**src/rtl/timer_irq_pkg.sv**
```systemverilog
// -----------------------------------------------------------------------------
// timer_irq_pkg
// Shared constants for the memory-mapped auto-reload timer: default window
// base, register byte offsets, register indices and TCON bit positions.
// Also imported by the controller and the bus decoder, so keep it free of
// anything timer-internal.
// -----------------------------------------------------------------------------
package timer_irq_pkg;

    // Default word-aligned base of the three-register timer window.
    localparam logic [31:0] TIMER_BASE_ADDR_DEFAULT = 32'h4000_0000;

    // Byte offsets of the registers inside the window.
    localparam logic [31:0] OFF_TH   = 32'h0000_0000;
    localparam logic [31:0] OFF_TL   = 32'h0000_0004;
    localparam logic [31:0] OFF_TCON = 32'h0000_0008;

    // Register indices used for the decode/readback vectors.
    localparam int REG_IDX_TH   = 0;
    localparam int REG_IDX_TL   = 1;
    localparam int REG_IDX_TCON = 2;
    localparam int NUM_REGS     = 3;

    // TCON bit positions and implemented width.
    localparam int TCON_EN    = 0;
    localparam int TCON_IE    = 1;
    localparam int TCON_IS    = 2;
    localparam int TCON_WIDTH = 3;

    // Byte offset of a register given its index.
    function automatic logic [31:0] reg_offset(input int idx);
        logic [31:0] off;
        case (idx)
            REG_IDX_TH: off = OFF_TH;
            REG_IDX_TL: off = OFF_TL;
            default:    off = OFF_TCON;
        endcase
        return off;
    endfunction

    // Word address (Address[31:2]) of a register for a given window base.
    function automatic logic [29:0] reg_word(input logic [31:0] base, input int idx);
        logic [31:0] off;
        off = reg_offset(idx);
        return base[31:2] + off[31:2];
    endfunction

endpackage

```
**src/rtl/timer_irq.sv**
```systemverilog
// -----------------------------------------------------------------------------
// timer_irq
// 32-bit up-counting timer with auto-reload and a level interrupt, mapped as
// three word registers on the CPU data bus:
//   TH   (base+0) : reload value
//   TL   (base+4) : current count
//   TCON (base+8) : [0] enable, [1] interrupt enable, [2] interrupt status
//
// Ports
//   clk        : single clock, all state updates on the rising edge
//   reset      : synchronous active-high reset
//   Address    : CPU byte address (only [31:2] is decoded)
//   WriteData  : store data
//   MemRead    : load strobe
//   MemWrite   : store strobe
//   ReadData   : combinational register read data, 0 when not selected
//   IRQ        : level interrupt request, TCON.IE & TCON.IS
// -----------------------------------------------------------------------------
module timer_irq
    import timer_irq_pkg::*;
#(
    parameter logic [31:0] BASE_ADDR = TIMER_BASE_ADDR_DEFAULT
) (
    input  logic        clk,
    input  logic        reset,
    input  logic [31:0] Address,
    input  logic [31:0] WriteData,
    input  logic        MemRead,
    input  logic        MemWrite,
    output logic [31:0] ReadData,
    output logic        IRQ
);

    // -------------------------------------------------------------------------
    // Register state
    // -------------------------------------------------------------------------
    logic [31:0]           th_reg,   th_next;
    logic [31:0]           tl_reg,   tl_next;
    logic [TCON_WIDTH-1:0] tcon_reg, tcon_next;

    // -------------------------------------------------------------------------
    // Address decode: one hit line per register, byte lanes ignored.
    // -------------------------------------------------------------------------
    logic [NUM_REGS-1:0] reg_hit;
    logic [31:0]         reg_value [NUM_REGS];

    // The byte-lane bits take no part in the decode.
    logic addr_lsb_unused;
    assign addr_lsb_unused = ^Address[1:0];

    generate
        for (genvar gi = 0; gi < NUM_REGS; gi++) begin : g_decode
            assign reg_hit[gi] = (Address[31:2] == reg_word(BASE_ADDR, gi));
        end
    endgenerate

    assign reg_value[REG_IDX_TH]   = th_reg;
    assign reg_value[REG_IDX_TL]   = tl_reg;
    assign reg_value[REG_IDX_TCON] = {{(32 - TCON_WIDTH){1'b0}}, tcon_reg};

    logic wr_th, wr_tl, wr_tcon;
    assign wr_th   = MemWrite & reg_hit[REG_IDX_TH];
    assign wr_tl   = MemWrite & reg_hit[REG_IDX_TL];
    assign wr_tcon = MemWrite & reg_hit[REG_IDX_TCON];

    // -------------------------------------------------------------------------
    // Read mux: zero latency, zero when not reading or not hitting the window.
    // -------------------------------------------------------------------------
    always_comb begin
        ReadData = 32'h0;
        if (MemRead) begin
            for (int i = 0; i < NUM_REGS; i++) begin
                if (reg_hit[i]) begin
                    ReadData = reg_value[i];
                end
            end
        end
    end

    // -------------------------------------------------------------------------
    // Counter / reload / status next-state
    // -------------------------------------------------------------------------
    logic tl_at_top;
    logic overflow_event;

    assign tl_at_top = (tl_reg == 32'hFFFF_FFFF);

    // A CPU store to TL wins over the counter, so that cycle is not an
    // overflow at all: no reload and no status set.
    assign overflow_event = tcon_reg[TCON_EN] & tl_at_top & ~wr_tl;

    always_comb begin
        th_next   = th_reg;
        tl_next   = tl_reg;
        tcon_next = tcon_reg;

        if (wr_th) begin
            th_next = WriteData;
        end

        // Reload uses th_reg, i.e. the value before any same-cycle TH store.
        if (wr_tl) begin
            tl_next = WriteData;
        end else if (tcon_reg[TCON_EN]) begin
            tl_next = tl_at_top ? th_reg : tl_reg + 32'd1;
        end

        // Enable only takes effect from tcon_reg, so a store that sets it
        // starts counting on the following cycle.
        if (wr_tcon) begin
            tcon_next = WriteData[TCON_WIDTH-1:0];
        end

        // Applied after the store so a software clear racing an overflow
        // cannot drop the interrupt.
        if (overflow_event && tcon_reg[TCON_IE]) begin
            tcon_next[TCON_IS] = 1'b1;
        end
    end

    always_ff @(posedge clk) begin
        if (reset) begin
            th_reg   <= 32'h0;
            tl_reg   <= 32'h0;
            tcon_reg <= '0;
        end else begin
            th_reg   <= th_next;
            tl_reg   <= tl_next;
            tcon_reg <= tcon_next;
        end
    end

    // Purely a function of registered state; no path from the bus.
    assign IRQ = tcon_reg[TCON_IE] & tcon_reg[TCON_IS];

endmodule

```
**config.mk**
```make
export PLATFORM = sky130hd
export DESIGN_NAME = timer_irq
export DESIGN_NICKNAME = d
export VERILOG_FILES = /design/src/rtl/timer_irq_pkg.sv /design/src/rtl/timer_irq.sv
export SDC_FILE = /design/constraint.sdc
export NUM_CORES = 1
export LEC_CHECK = 0
export ABC_AREA = 1
export CAP_MARGIN = 15
export CORE_ASPECT_RATIO = 1.25
export CORE_UTILIZATION = 45
export DETAILED_ROUTE_END_ITERATION = 16
export PLACE_DENSITY = 0.73
export SLEW_MARGIN = 20
export SYNTH_ARGS = -nofsm -noshare
export SYNTH_HDL_FRONTEND = slang
export SYNTH_SLANG_ARGS = --single-unit
```
**constraint.sdc**
```tcl
create_clock -name clk -period 2.21 [get_ports clk]
set_clock_uncertainty 0.05 [all_clocks]
set_input_delay 0.442 -clock clk [delete_from_list [all_inputs] [get_ports clk]]
set_output_delay 0.442 -clock clk [all_outputs]
set_load 0.01 [all_outputs]
```
* Word-level counts from Yosys, hierarchy flattened
Cells that the tools add are included.
** Storage, ports and cells
- Flip-flop bits (word level) :: 67
- Input port bits :: 68
- Output and inout bits :: 33
- Word-level logic and storage cells :: 28
** Cells by class
- Multiplexer cells :: 9
- Reduce and logical (&&, ||, !) cells :: 3
- Eq/ne operators :: 4
- Bitwise gates (word level) :: 7
- $add $sub $neg :: 1
** Operators with widths (number)
- $mux W32 :: 7
- $eq A30 B29 Y1 const B :: 3
- $add A32 B1 Y32 const B :: 1
- $eq A32 B32 Y1 const B :: 1
- $and A1 B1 Y1 :: 6
- $reduce_bool A2 Y1 :: 2
- $mux W3 :: 1
- $logic_and A1 B1 Y1 :: 1
- $mux W1 :: 1
- $not A1 Y1 :: 1

* Longest topological paths before layout
Gate-level depths: netlist (run 1).
- Depth in word-level cells :: 6
- Gate-level depth with buffers :: 12

* Least setup slack after synthesis (run 1)
No wires, ideal clock.
- Path type :: in2out
- From :: input port Address[15]
- To :: output port ReadData[23]
- Stages on the path :: 8
- Path slack :: 0.044 ns
- Path buffers :: 1
- Arrival time :: 1.674 ns
- Path through :: nor2_1 nand3_1 nor2_1 nand2_1 nor2_4 clkbuf_1 nand2_1 a21oi_1
** On the way
- Word-level cells in the longest chain between the ends :: 5
** Ends and longest elaborated chain
- from (decl) :: RTL line timer_irq.sv:26 : input logic [31:0] Address,
- $eq A30 B29 Y1 :: RTL line timer_irq.sv:53 : assign reg_hit[gi] = (Address[31:2] == reg_word(BASE_ADDR, gi));
- $mux W32 (2 in a row) :: RTL line timer_irq.sv:73 : if (reg_hit[i]) begin
- $mux W32 * :: RTL line timer_irq.sv:73
- $mux W32 * :: RTL line timer_irq.sv:71 : if (MemRead) begin
- to (decl) :: RTL line timer_irq.sv:30 : output logic [31:0] ReadData,
Mark *: on every way between the ends. The rest lies on a longest branch, timed or not.

* Worst setup path after layout (run 1)
- From :: input port Address[22]
- To :: output port ReadData[1]
The elaborated chain is that of the path after synthesis.

==> results of run 1 <==
==> power groups by stage <==
stage / registers (mW) / clock network, mW / logic [mW]
finish: 1.21 / 1.59 / 0.319
global route: 1.21 / 1.64 / 0.337
CTS: 1.21 / 1.60 / 0.285
detailed placement: 1.23 / 0 / 0.252
global placement: 1.23 / 0 / 0.250
floorplan: 1.23 / 0 / 0.0692
==> layer usage <==
metal | routed length [um] | up-vias | global-route usage
li1 | - | 3197 | -
met5 | 0 | - | 0
met3 | 1470 | 98 | 0.0564
met4 | 1070 | 0 | 0.153
met2 | 10100 | 367 | 0.611
met1 | 7540 | 3084 | 0.389
==> final timing paths <==
check,cells past startpoint,endpoint,slack [ns],from
setup / recovery,13,ReadData[1],-0.25,Address[22]
hold / removal,2,th_reg[8],0.46,th_reg[8]
setup reg to reg,11,tl_reg[5],0.12,tl_reg[0]
hold reg to reg,2,th_reg[8],0.46,th_reg[8]
==> layout make-up <==
| class | count | area, um2 | share of cell area |
|---|---|---|---|
| clock buffer | 12 | 256 | 0.0332 |
| sequential | 67 | 1340 | 0.174 |
| multi-input combinational | 701 | 3710 | 0.480 |
| timing repair buffer | 214 | 1880 | 0.243 |
| clock inverter | 4 | 72.6 | 0.00940 |
| tap | 132 | 165 | 0.0214 |
| inverter | 78 | 300 | 0.0389 |
==> worst max-delay path, stage by stage <==
cell and delay, ns:
buf_2 0.12, nor2_4 0.13, nand2_2 0.09, nor2_4 0.17, nand2_4 0.09, nor3_4 0.25, buf_6 0.17, buf_12 0.17
nand2_4 0.06, nand3_2 0.06, nand3_2 0.06, inv_1 0.04, buf_2 0.12
==> logic make-up (layout without fill, tap and decap cells) <==
family	after synthesis	count (layout)	synth area share
buffers and inverters	120	308	0.102
xor gates and xnor gates	10	10	0.0176
adders and majority gates	1	1	0.00251
AOI/OAI and AO/OA	105	105	0.107
and+or+nand+nor	585	585	0.502
DFF	67	67	0.269
==> cells in the final DEF, fill, tap and decap left out, types with 9 or more instances in the layout <==
cell / instances
nand3_1: 115
buf_4: 92
clkbuf_16: 10
inv_1: 64
clkdlybuf4s50_1: 36
nand4_1: 9
dfxtp_1: 66
a21oi_1: 25
nor2_4: 15
buf_6: 21
o21ai_0: 42
nor2_2: 10
buf_2: 43
inv_2: 9
nand2_4: 33
nor2_1: 189
nand2_1: 168
nand2_2: 18
a21oi_2: 29
==> repair_timing <==
| item | 4_1_cts | 5_1_grt |
|---|---|---|
| gates resized for setup | 358 | 90 |
| buffers inserted | 39 | 6 |
| gates cloned | 5 | 1 |
| setup endpoints to repair | 35 | 65 |
| pin swaps | 60 | 50 |
| endpoints found under the hold margin | 0 | 0 |
==> metrics by stage <==
step           utilization  TNS (ns)
5_1_grt              0.724     -8.43
3_5_place_dp         0.609    -46.58
6_report             0.724     -6.09
4_1_cts              0.695     -4.61
2_1_floorplan            -         0
3_3_place_gp         0.609    -45.53
==> out/qor.txt, run 1 <==
Chip Width - 96.1 um
Fmax - 0.406 GHz
PwrDens - 403 nW/um2
Layout cells sized above 1 - 0.304
Die area - 11,500 um2
Starting DRC count in detailed routing - 465
Grt total ovfl - 0
Vias in the first global route - 6,284
Post-synth EDFFs - 0
CP max FO - 8
Fin crit period - 2.46 ns
Violations in the final reports - negative setup slack
Final ANT Viol Nets - 0
Vert. Die Dim - 120 um
Tot Pwr - 3.12 mW
Pre-CTS WS - -0.972 ns
Placer Congestion - 0.978
Slew headroom - 0.717
Syn Inst Count - 888
Area leader, netlist - dfxtp_1
FFs w/ async S/R, synth - 0
Final worst slack - -0.250 ns
Switching part of the total - 0.222
CTS Hold Bufs - 0
Yosys top cell area share - 0.269
TritonRoute pass-1 iters - 5
Critical path arrival - 1.97 ns
Largest net degree at the start of global routing - 33
Syn nets - 957
Internal power - 2.42 mW
Total number of vias - 6,746
Top-count cell post-synth - nand2_1
Nets - 1,140
Clock slew at reported path FFs - 0.06 ns
Final Instance Area - 7720 um2
Initial core utilization - 0.467
Max-cap check violation count - 0
WHS - 0.455 ns
CTS tree - yes
Min-delay worst type - flip-flop to flip-flop
Status - finished with violations
Sink Count - 67
Routed vias/inst - 5.58
Kind of critical path - input port to output pin
Post-synthesis sequential area ratio - 0.269
Num rows - 42
TritonCTS buffer count - 9
IO buf count - 98
FILL cells - 892
Post-Route WL - 20,200 um
Synth cell types - 32
RSZ-0062 raised after global routing - yes
Post-synth top cells - nand2_1 (216), nor2_1 (209), nand3_1 (125)
Prevailing post-synth register cell - dfxtp_1
Dpl cells - 1,145
Mapped Area - 4980 um2
DRC - 0
Final hold violation count - 0
Routed length per placed instance - 16.7 um
Setup crit start kind - input port
Final HPWL DP - 12,500 um
Maximum VDD drop - 453 uV
Clk pwr share - 0.510
Psw - 0.693 mW
Layout area overhead - 55.0%
H-tree levels - 3
CTS max path bufs - 2
# diodes - 0
I/O Pins - 101
Post-synthesis register bit count - 67
Sequential share of power - 0.388
Final setup viols - 32
Layout Cells excl Fill - 1,208
WP data required - 1.72 ns
Clock Latency Late Sink - 0.33 ns
Syn Area/Cell - 5.61 um2
First-pass GRT wire length - 30,200 um
Area contributors post-synth - dfxtp_1 (27%), nand2_1 (16%), nor2_1 (16%), nand3_1 (13%), inv_1 (5.6%)
Initial antenna violation count - 0
Worst slew pin tran - 0.422 ns
Total GRT Usage - 0.343
Worst Setup End Kind - output pin
Root buffer cell - clkbuf_16
YS warnings - 0
Core area - 10,700 um2
Comb pwr share - 0.102
Leak - 3.58 nW
Placed cell area - 6500 um2
Slew Limit Fails - 0
Final period utilization - 1.11
Note: power is estimated with default switching activity, not from simulation.
==> inputs of run 2 (changes only) <==
--- a/config.mk
+++ b/config.mk
@@ -9,9 +9,11 @@
 export CAP_MARGIN = 15
 export CORE_ASPECT_RATIO = 1.25
 export CORE_UTILIZATION = 45
+export CTS_BUF_LIST = sky130_fd_sc_hd__clkbuf_8
 export DETAILED_ROUTE_END_ITERATION = 16
 export PLACE_DENSITY = 0.73
 export SLEW_MARGIN = 20
 export SYNTH_ARGS = -nofsm -noshare
 export SYNTH_HDL_FRONTEND = slang
 export SYNTH_SLANG_ARGS = --single-unit
+export TNS_END_PERCENT = 50
==> run 2 against run 1 <==
  * The flow still finishes with violations (negative setup slack)
  * Design area shrank 1.7%
  * Sequential share of layout area increased by 0.30 points
  * Sequential cell count stayed put
  * Total power is 13% lower
  * Highest routed layer unchanged
  * Sequential power is essentially flat
  * Worst setup slack improved by 0.0096 ns
==> out/qor.txt, run 2 (synthesis gave the netlist of run 1 again) <==
WP data required - 1.72 ns
Register area - 1340 um2
Initial core utilization - 0.467
Routed length per placed instance - 16.9 um
CP max FO - 6
Multi-input gate area - 3600 um2
CTS max path bufs - 2
PwrDens - 359 nW/um2
Clock slew at reported path FFs - 0.07 ns
CTS Hold Bufs - 0
Die area - 11,500 um2
Crit path largest cell delay - 0.19 ns
Violations in the final reports - negative setup slack
Max-cap check violation count - 0
Nets - 1,145
Grt total ovfl - 0
Final worst slack - -0.240 ns
Starting DRC count in detailed routing - 570
DRC - 0
Num rows - 42
Leak - 3.31 nW
TNS Setup - -6.37 ns
Min-delay worst type - flip-flop to flip-flop
Total number of vias - 6,846
First-pass GRT wire length - 30,700 um
Tot Pwr - 2.72 mW
Fin crit period - 2.45 ns
Status - finished with violations
Largest net degree at the start of global routing - 33
Fmax - 0.408 GHz
WL met3 - 1640 um
# diodes - 0
Final hold violation count - 0
CP max-delay cell - a21oi_2
Hold_sp - th_reg[29]
Initial antenna violation count - 0
CTS tree - yes
Kind of critical path - input port to output pin
Most common cell after layout, fill and taps aside - nor2_1
Final ANT Viol Nets - 0
H-tree levels - 3
Final setup viols - 33
Final HPWL DP - 12,500 um
Cells along the critical path - buf_6, nor2_4, nand3_2, nor2_2, nand2_2, buf_6, nor2_4, buf_6, buf_4, nand2_1, a21oi_2, buf_2
Sink Count - 67
TritonRoute pass-1 iters - 9
Layout cells sized above 1 - 0.301
FILL cells - 915
Vias in the first global route - 6,371
Layout area overhead - 52.3%
Most frequent CP cell - buf_6
Core area - 10,700 um2
Slew headroom - 0.721
Slew Limit Fails - 0
IO buf count - 98
I/O Pins - 101
Chip Width - 96.1 um
Clock Latency Late Sink - 0.37 ns
RSZ-0062 raised after global routing - yes
Final Instance Area - 7590 um2
Highest Signal Layer - met4
Metal2 WL - 10,200 um
FF-to-FF Start - tl_reg[0]
Critical path arrival - 1.96 ns
Routed vias/inst - 5.64
Most frequent cells in the layout - nor2_1 (189), nand2_1 (174), nand3_1 (115)
Worst slew pin tran - 0.416 ns
Setup crit start kind - input port
Placed cell area - 6500 um2
Worst Setup End Kind - output pin
Maximum VDD drop - 318 uV
Final period utilization - 1.11
Total GRT Usage - 0.348
Worst setup path start - Address[17]
TritonCTS buffer count - 9
Root buffer cell - clkbuf_8
Vert. Die Dim - 120 um
Placer Congestion - 0.978
M1 wire length - 7670 um
Post-Route WL - 20,500 um
run 2: changes by cell type in the layout (fill, tap and decap cells not counted), sizes merged:
cell           delta
buf               +4
clkbuf            +1
clkinvlp          +1
clkdlybuf4s15     -1
run 2: final cells by class:
| type | count | share of cell area |
|---|---|---|
| Clock buffer | 11 | 0.0199 |
| Clock inverter | 5 | 0.0101 |
| Inverter | 78 | 0.0401 |
| Multi-Input combinational cell | 701 | 0.474 |
| Sequential cell | 67 | 0.177 |
| Tap cell | 132 | 0.0218 |
| Timing Repair Buffer | 219 | 0.257 |
run 2: layer usage:
metal	GRT usage	up-vias
met5	0	-
met1	0.400	3119
met2	0.605	417
met4	0.179	0
met3	0.0551	94
li1	-	3216
run 2: repair_timing:
action	4_1_cts	5_1_grt
setup endpoints to repair	33	77
gates resized for setup	346	80
pin swaps	59	46
cloned	5	2
buffers inserted	41	8
run 2: critical path, delay by kind of cell:
family                 cells  cell delay, ns
AOI/OAI and AO/OA          1            0.19
buffers and inverters      5            0.67
and+or+nand+nor            6            0.66
run 2: final timing paths:
path	end	slack, ns	cells after the start
max	ReadData[31]	-0.24	12
min	th_reg[29]	0.45	2
max reg2reg	tl_reg[3]	0.10	11
min reg2reg	th_reg[29]	0.45	2
run 2: stage by stage:
stage,hold WS [ns],utilization,setup WS [ns],instances
6_report,0.453,0.711,-0.240,1213
5_1_grt,0.473,0.711,-0.332,1213
4_1_cts,0.453,0.683,-0.170,1207
3_5_place_dp,0.443,0.609,-0.972,1145
3_3_place_gp,0.439,0.609,-0.954,1145
2_1_floorplan,0.407,-,0.0442,888
run 2: power breakdown:
group	leakage [nW]	switching, mW	internal [mW]
Sequential	0.540	0.00000000152	1.21
Combinational	2.65	0.151	0.168
Clock	0.117	0.508	0.691
==> inputs of run 3 (changes only) <==
--- a/config.mk
+++ b/config.mk
@@ -8,8 +8,10 @@
 export ABC_AREA = 1
 export CAP_MARGIN = 15
 export CORE_ASPECT_RATIO = 1.25
+export CORE_MARGIN = 2
 export CORE_UTILIZATION = 45
 export CTS_BUF_LIST = sky130_fd_sc_hd__clkbuf_8
+export CTS_CLUSTER_SIZE = 30
 export DETAILED_ROUTE_END_ITERATION = 16
 export PLACE_DENSITY = 0.73
 export SLEW_MARGIN = 20
==> run 3 against run 2 <==
  * The run still ends with negative setup slack left
  * Via count decreased by 3.6%
  * Register-to-register slack improved by 0.06 ns
  * Global-route usage decreased by 3.9 points
  * First-iteration DRC count decreased by 9.6%
  * Clock power increased by 3%
  * Total power increased by 1.7%
  * Final cell count decreased by 0.58%
  * Sequential cell count unchanged
  * Largest power group is now the clock network
  * Highest routed layer unchanged
==> out/qor.txt, run 3 (synthesis gave the netlist of run 1 again) <==
Vert. Die Dim - 122 um
Final setup viols - 32
Grt total ovfl - 0
Final worst slack - -0.236 ns
H-tree levels - 3
Placer Congestion - 1.00
Status - finished with violations
Layout Cells excl Fill - 1,206
Layout cells sized above 1 - 0.264
Post-Route WL - 19,200 um
Total number of vias - 6,602
Layout area overhead - 48.1%
Tot Pwr - 2.77 mW
CP max FO - 4
Final hold violation count - 0
Total GRT Usage - 0.309
Worst Setup End Kind - output pin
Pre-CTS WS - -1.04 ns
Slew Limit Fails - 0
Reg2reg setup slack - 0.16 ns
Cells along the critical path - buf_6, inv_2, nor2_2, nand2_2, nor2_4, nand2_2, buf_4, nor2_4, buf_6, clkinvlp_4, buf_4, nand3_2, nand3_2, inv_1, buf_2
Slew headroom - 0.665
Final ANT Viol Nets - 0
Root buffer cell - clkbuf_8
Worst setup path start - Address[30]
FF-to-FF Start - tl_reg[1]
Internal power - 2.12 mW
Crit path largest cell delay - 0.15 ns
Final period utilization - 1.11
Final HPWL DP - 12,000 um
CTS tree - yes
Violations in the final reports - negative setup slack
Setup crit start kind - input port
Clock Latency Late Sink - 0.37 ns
First-pass GRT wire length - 29,800 um
PwrDens - 375 nW/um2
Num rows - 42
IO buf count - 98
Initial core utilization - 0.467
CP max-delay cell - nor2_2
Sink Count - 67
TritonRoute pass-1 iters - 6
Largest net degree at the start of global routing - 40
Dpl cells - 1,138
# diodes - 0
Fmax - 0.409 GHz
Leak - 3.10 nW
Die area - 11,900 um2
Fin crit period - 2.45 ns
Hold_sp - th_reg[27]
WP data required - 1.72 ns
Comb pwr share - 0.117
I/O Pins - 101
Switching part of the total - 0.236
Routed vias/inst - 5.47
Fin util - 0.692
Chip Width - 98.1 um
TritonCTS buffer count - 9
Clk pwr share - 0.448
Most frequent cells in the layout - nand2_1 (191), nor2_1 (191), nand3_1 (115)
Sequential share of power - 0.435
Min-delay worst type - flip-flop to flip-flop
Max-cap check violation count - 0
Core area - 10,700 um2
Routed length per placed instance - 15.9 um
Vias in the first global route - 6,162
Starting DRC count in detailed routing - 515
Initial antenna violation count - 0
Clock slew at reported path FFs - 0.07 ns
Worst slew pin tran - 0.501 ns
CTS max path bufs - 2
Kind of critical path - input port to output pin
RSZ-0062 raised after global routing - yes
Maximum VDD drop - 358 uV
Nets - 1,139
TNS Setup - -4.57 ns
DRC - 0
Psw - 0.654 mW
CTS Hold Bufs - 0
Critical path arrival - 1.95 ns
[run 3: cell count changes in the layout (fill, tap and decap cells not counted), moves of 5 or more]
cell | previous run | this run
a21oi_1 | 26 | 41
a21oi_2 | 28 | 13
buf_4 | 94 | 89
nand2_1 | 174 | 191
nand2_2 | 29 | 22
nand2_4 | 15 | 6
nor2_2 | 11 | 6
[run 3: power groups by stage]
| stage | logic [mW] | registers [mW] | clock network (mW) |
|---|---|---|---|
| after floorplan | 0.0692 | 1.23 | 0 |
| after global placement | 0.236 | 1.23 | 0 |
| after detailed placement | 0.236 | 1.23 | 0 |
| after CTS | 0.283 | 1.21 | 1.25 |
| after global routing | 0.343 | 1.21 | 1.29 |
| final | 0.323 | 1.21 | 1.24 |
[run 3: path summary, 6_finish.rpt]
check / end / cells past startpoint
worst max-delay path: ReadData[1] / 15
worst min-delay path: th_reg[27] / 2
worst max register to register: tl_reg[5] / 11
worst min register to register: th_reg[27] / 2
[run 3: area by class of cell]
type / count / area [um2]
Inverter: 78 / 300
Multi-Input combinational cell: 701 / 3450
Clock buffer: 9 / 124
Tap cell: 132 / 165
Fill cell: 923 / 3290
Timing Repair Buffer: 213 / 1890
Clock inverter: 6 / 106
Sequential cell: 67 / 1340
[run 3: critical path, delay by kind of cell]
family,cells,cell delay (ns)
buf+inv,8,0.80
simple gates,7,0.69
[run 3: per-layer routing]
layer  share of wire  vias to the layer above  global-route usage  wire length, um
met4           0.038                        0               0.145              727
met1            0.39                     3002               0.369             7400
met3           0.076                       67              0.0459             1470
met5               0                        -                   0                0
met2            0.50                      339               0.544             9630
li1                -                     3194                   -                -
[run 3: what timing repair did]
action | CTS | global route
setup buffers | 42 | 8
resized for setup | 319 | 66
pin swaps | 54 | 30
gates cloned | 5 | 0
endpoints found under the hold margin | 0 | 0
endpoints found under the setup margin | 32 | 65
[run 3: through the flow]
| step | instance area [um2] | hold slack [ns] |
|---|---|---|
| floorplan | 4980 | 0.407 |
| global placement | 6470 | 0.441 |
| detailed placement | 6470 | 0.448 |
| CTS | 7190 | 0.459 |
| global route | 7380 | 0.488 |
| finish | 7380 | 0.460 |
==> RTL edit (config.mk and constraints of run 2) <==
Take the reset off `th_reg` and `tl_reg` and load them in a clocked block of their own.
--- a/src/rtl/timer_irq.sv
+++ b/src/rtl/timer_irq.sv
@@ -121,12 +121,13 @@
     always_ff @(posedge clk) begin
         if (reset) begin
-            th_reg   <= 32'h0;
-            tl_reg   <= 32'h0;
             tcon_reg <= '0;
         end else begin
-            th_reg   <= th_next;
-            tl_reg   <= tl_next;
             tcon_reg <= tcon_next;
         end
+    end
+
+    always_ff @(posedge clk) begin
+        th_reg <= th_next;
+        tl_reg <= tl_next;
     end
 
Formal check against the unedited RTL: not equivalent (a bounded check fails within 4 cycles, from zero or initial values and one cycle with reset high).
==> RTL edit against run 2 <==
  * The flow still finishes with violations (negative setup slack)
  * Power decreased by 8.9%
  * Non-clock buffer count decreased by 44
  * Sequential cell count unchanged
  * Wire length decreased by 24%
  * Sequential share of layout area increased by 11 points
  * Design area decreased by 8.0%
  * Cell count decreased by 20%
  * Global-route usage decreased by 6.3 points
  * Setup slack improved by 0.13 ns
  * Area after synthesis decreased by 5.7%
  * Clock power decreased by 30%
  * Critical path type unchanged
==> RTL edit: results (changes against run 2) <==
[yosys]
synthCells = 668  ; -25%
synthMuxAreaShare = 0  ; unchanged
synth_common_cells = 293 x nand2_1, 77 x nor2_1, 64 x edfxtp_1
synth_area_leaders = edfxtp_1 41%, nand2_1 23%, nor2_1 6.2%, nand3_1 6.0%, inv_1 4.6%
yosysSeqAreaShare = 0.422  ; +0.153
synthXorXnorAreaFrac = 0.0280  ; +0.0104
async_reset_ff_frac = 0  ; unchanged
syn_nets = 737  ; -23%
synth_compound_area_frac = 0.0437  ; -0.0638
synthAdderAreaFrac = 0.00266  ; +0.000153
synthFlopType = edfxtp_1
ys_warn_count = 0  ; unchanged
synth_edf_count = 64  ; +64
synth_top_family_by_area = simple AND/OR/NAND/NOR gates

[cts]
clk_latency_ns = 0.36
clk_pin_slew_worst_paths_ns = 0.06

[route]
firstDrtPassIters = 5  ; -4
met3_length_um = 1100  ; -33%
wl_um = 15600  ; -24%
vias_per_cell = 5.33  ; -5.6%
wl_met2_um = 8070  ; -21%
wl_met1_um = 5800  ; -24%
wire_per_inst_um = 16.0  ; -5.6%
drt_iter0_markers = 317  ; -44%
top_layer = met4

[placement]
dpl.cell_count = 916  ; -20%
dp_hpwl_um = 9900  ; -21%
gp_congestion = 0.932  ; -4.7%
place_area_mm2 = 0.00611  ; -6.0%

[hold_path]
hold_class = reg2reg

[grt]
grt_pass1_wl_um = 23700  ; -23%
grt_pass1_vias = 5117  ; -20%
track_usage = 0.285  ; -0.0631
antenna_found_initial = 0  ; unchanged
grt_max_degree = 18  ; -45%

[setup_path]
critical-path-max-stage-delay_ns = 0.16  ; -0.03 ns
crit_family = buffers and inverters
cp_slowest_cell = clkbuf_16
cp_max_fo = 5  ; -1
crit_arrival_ns = 1.82  ; -0.14 ns

[power]
leakage_nw = 3.17  ; -4.2%
p_sw_mw = 0.564  ; -14%
irDropWorstVdd_v = 0.000383  ; +20%

[run_status]
violations = negative setup slack
status = finished with violations

[final_layout]
n_antenna_cell = 0  ; unchanged
drive_gt1_frac = 0.334  ; +0.0335
num-nets-final = 908  ; -21%

[timing]
finalWorstSetupSlack_ns = -0.107  ; +0.133 ns
worst_slew_pin_slew_ns = 0.342  ; -0.0744 ns
setup_viol = 30  ; -9.1%

[RTL edit: cell types whose count changed after synthesis, moves of 18 or more]
cell | before | now
nand2_1 | 216 | 293
a21oi_1 | 54 | 31
inv_1 | 75 | 57
edfxtp_1 | 0 | 64
clkbuf_1 | 18 | 0
nor2_1 | 209 | 77
o21ai_0 | 43 | 8
nand3_1 | 125 | 56
dfxtp_1 | 67 | 3
[RTL edit: metal layers]
layer	global-route usage	up-vias
li1	-	2484
met1	0.324	2417
met2	0.511	233
met3	0.0547	51
met4	0.141	0
met5	0	-
[RTL edit: power by group through the flow]
| stage | registers (mW) | logic, mW | clock network, mW |
|---|---|---|---|
| final | 1.38 | 0.270 | 0.834 |
| after global routing | 1.38 | 0.284 | 0.891 |
| after CTS | 1.38 | 0.233 | 0.838 |
| after detailed placement | 1.41 | 0.194 | 0 |
| after global placement | 1.41 | 0.190 | 0 |
| after floorplan | 1.41 | 0.0345 | 0 |
[RTL edit: worst paths after layout]
check / start / end / slack (ns) / cells past startpoint
max reg2reg: tl_reg[1]$_DFFE_PP_ / tl_reg[25]$_DFFE_PP_ / 0.14 / 10
min reg2reg: tcon_reg[0]$_SDFFE_PP0P_ / tcon_reg[0]$_SDFFE_PP0P_ / 0.46 / 2
min: tcon_reg[0]$_SDFFE_PP0P_ / tcon_reg[0]$_SDFFE_PP0P_ / 0.46 / 2
max: Address[10] / ReadData[8] / -0.11 / 13
[RTL edit: through the flow]
step	setup TNS, ns	total power [mW]	setup WS [ns]	utilization
after floorplan	-3.32	1.44	-0.104	-
after global placement	-42.56	1.60	-0.831	0.604
after detailed placement	-44.79	1.60	-0.892	0.604
after CTS	-3.93	2.45	-0.153	0.673
after global routing	-5.66	2.55	-0.215	0.691
final	-2.41	2.48	-0.107	0.691
[RTL edit: tightest hold or removal path: stages, from the launching register on]
cell	delay, ns
dfxtp_1	0.33
inv_1	0.07
a21oi_1	0.06
[RTL edit: final cells by class]
cell class                 count  area (um2)
sequential                    67        1980
timing repair buffer         175        1610
fill                         794        3120
clock buffer                   9         124
inverter                      64         251
multi-input combinational    522        2830
tap                          129         161
clock inverter                 7        27.5
[RTL edit: cell families after synthesis]
group | after synthesis
XOR/XNOR | 15
AO/OA/AOI/OAI | 41
adder cells (fa/ha/maj) | 1
flip-flops | 67
buffers and inverters | 79
AND/OR/NAND/NOR | 465
[RTL edit: what timing repair did]
action,4_1_cts,5_1_grt
setup buffers,34,7
pin swaps,46,48
gates cloned,6,1
hold buffers,0,0
gates resized for setup,324,91
endpoints found under the setup margin,32,32
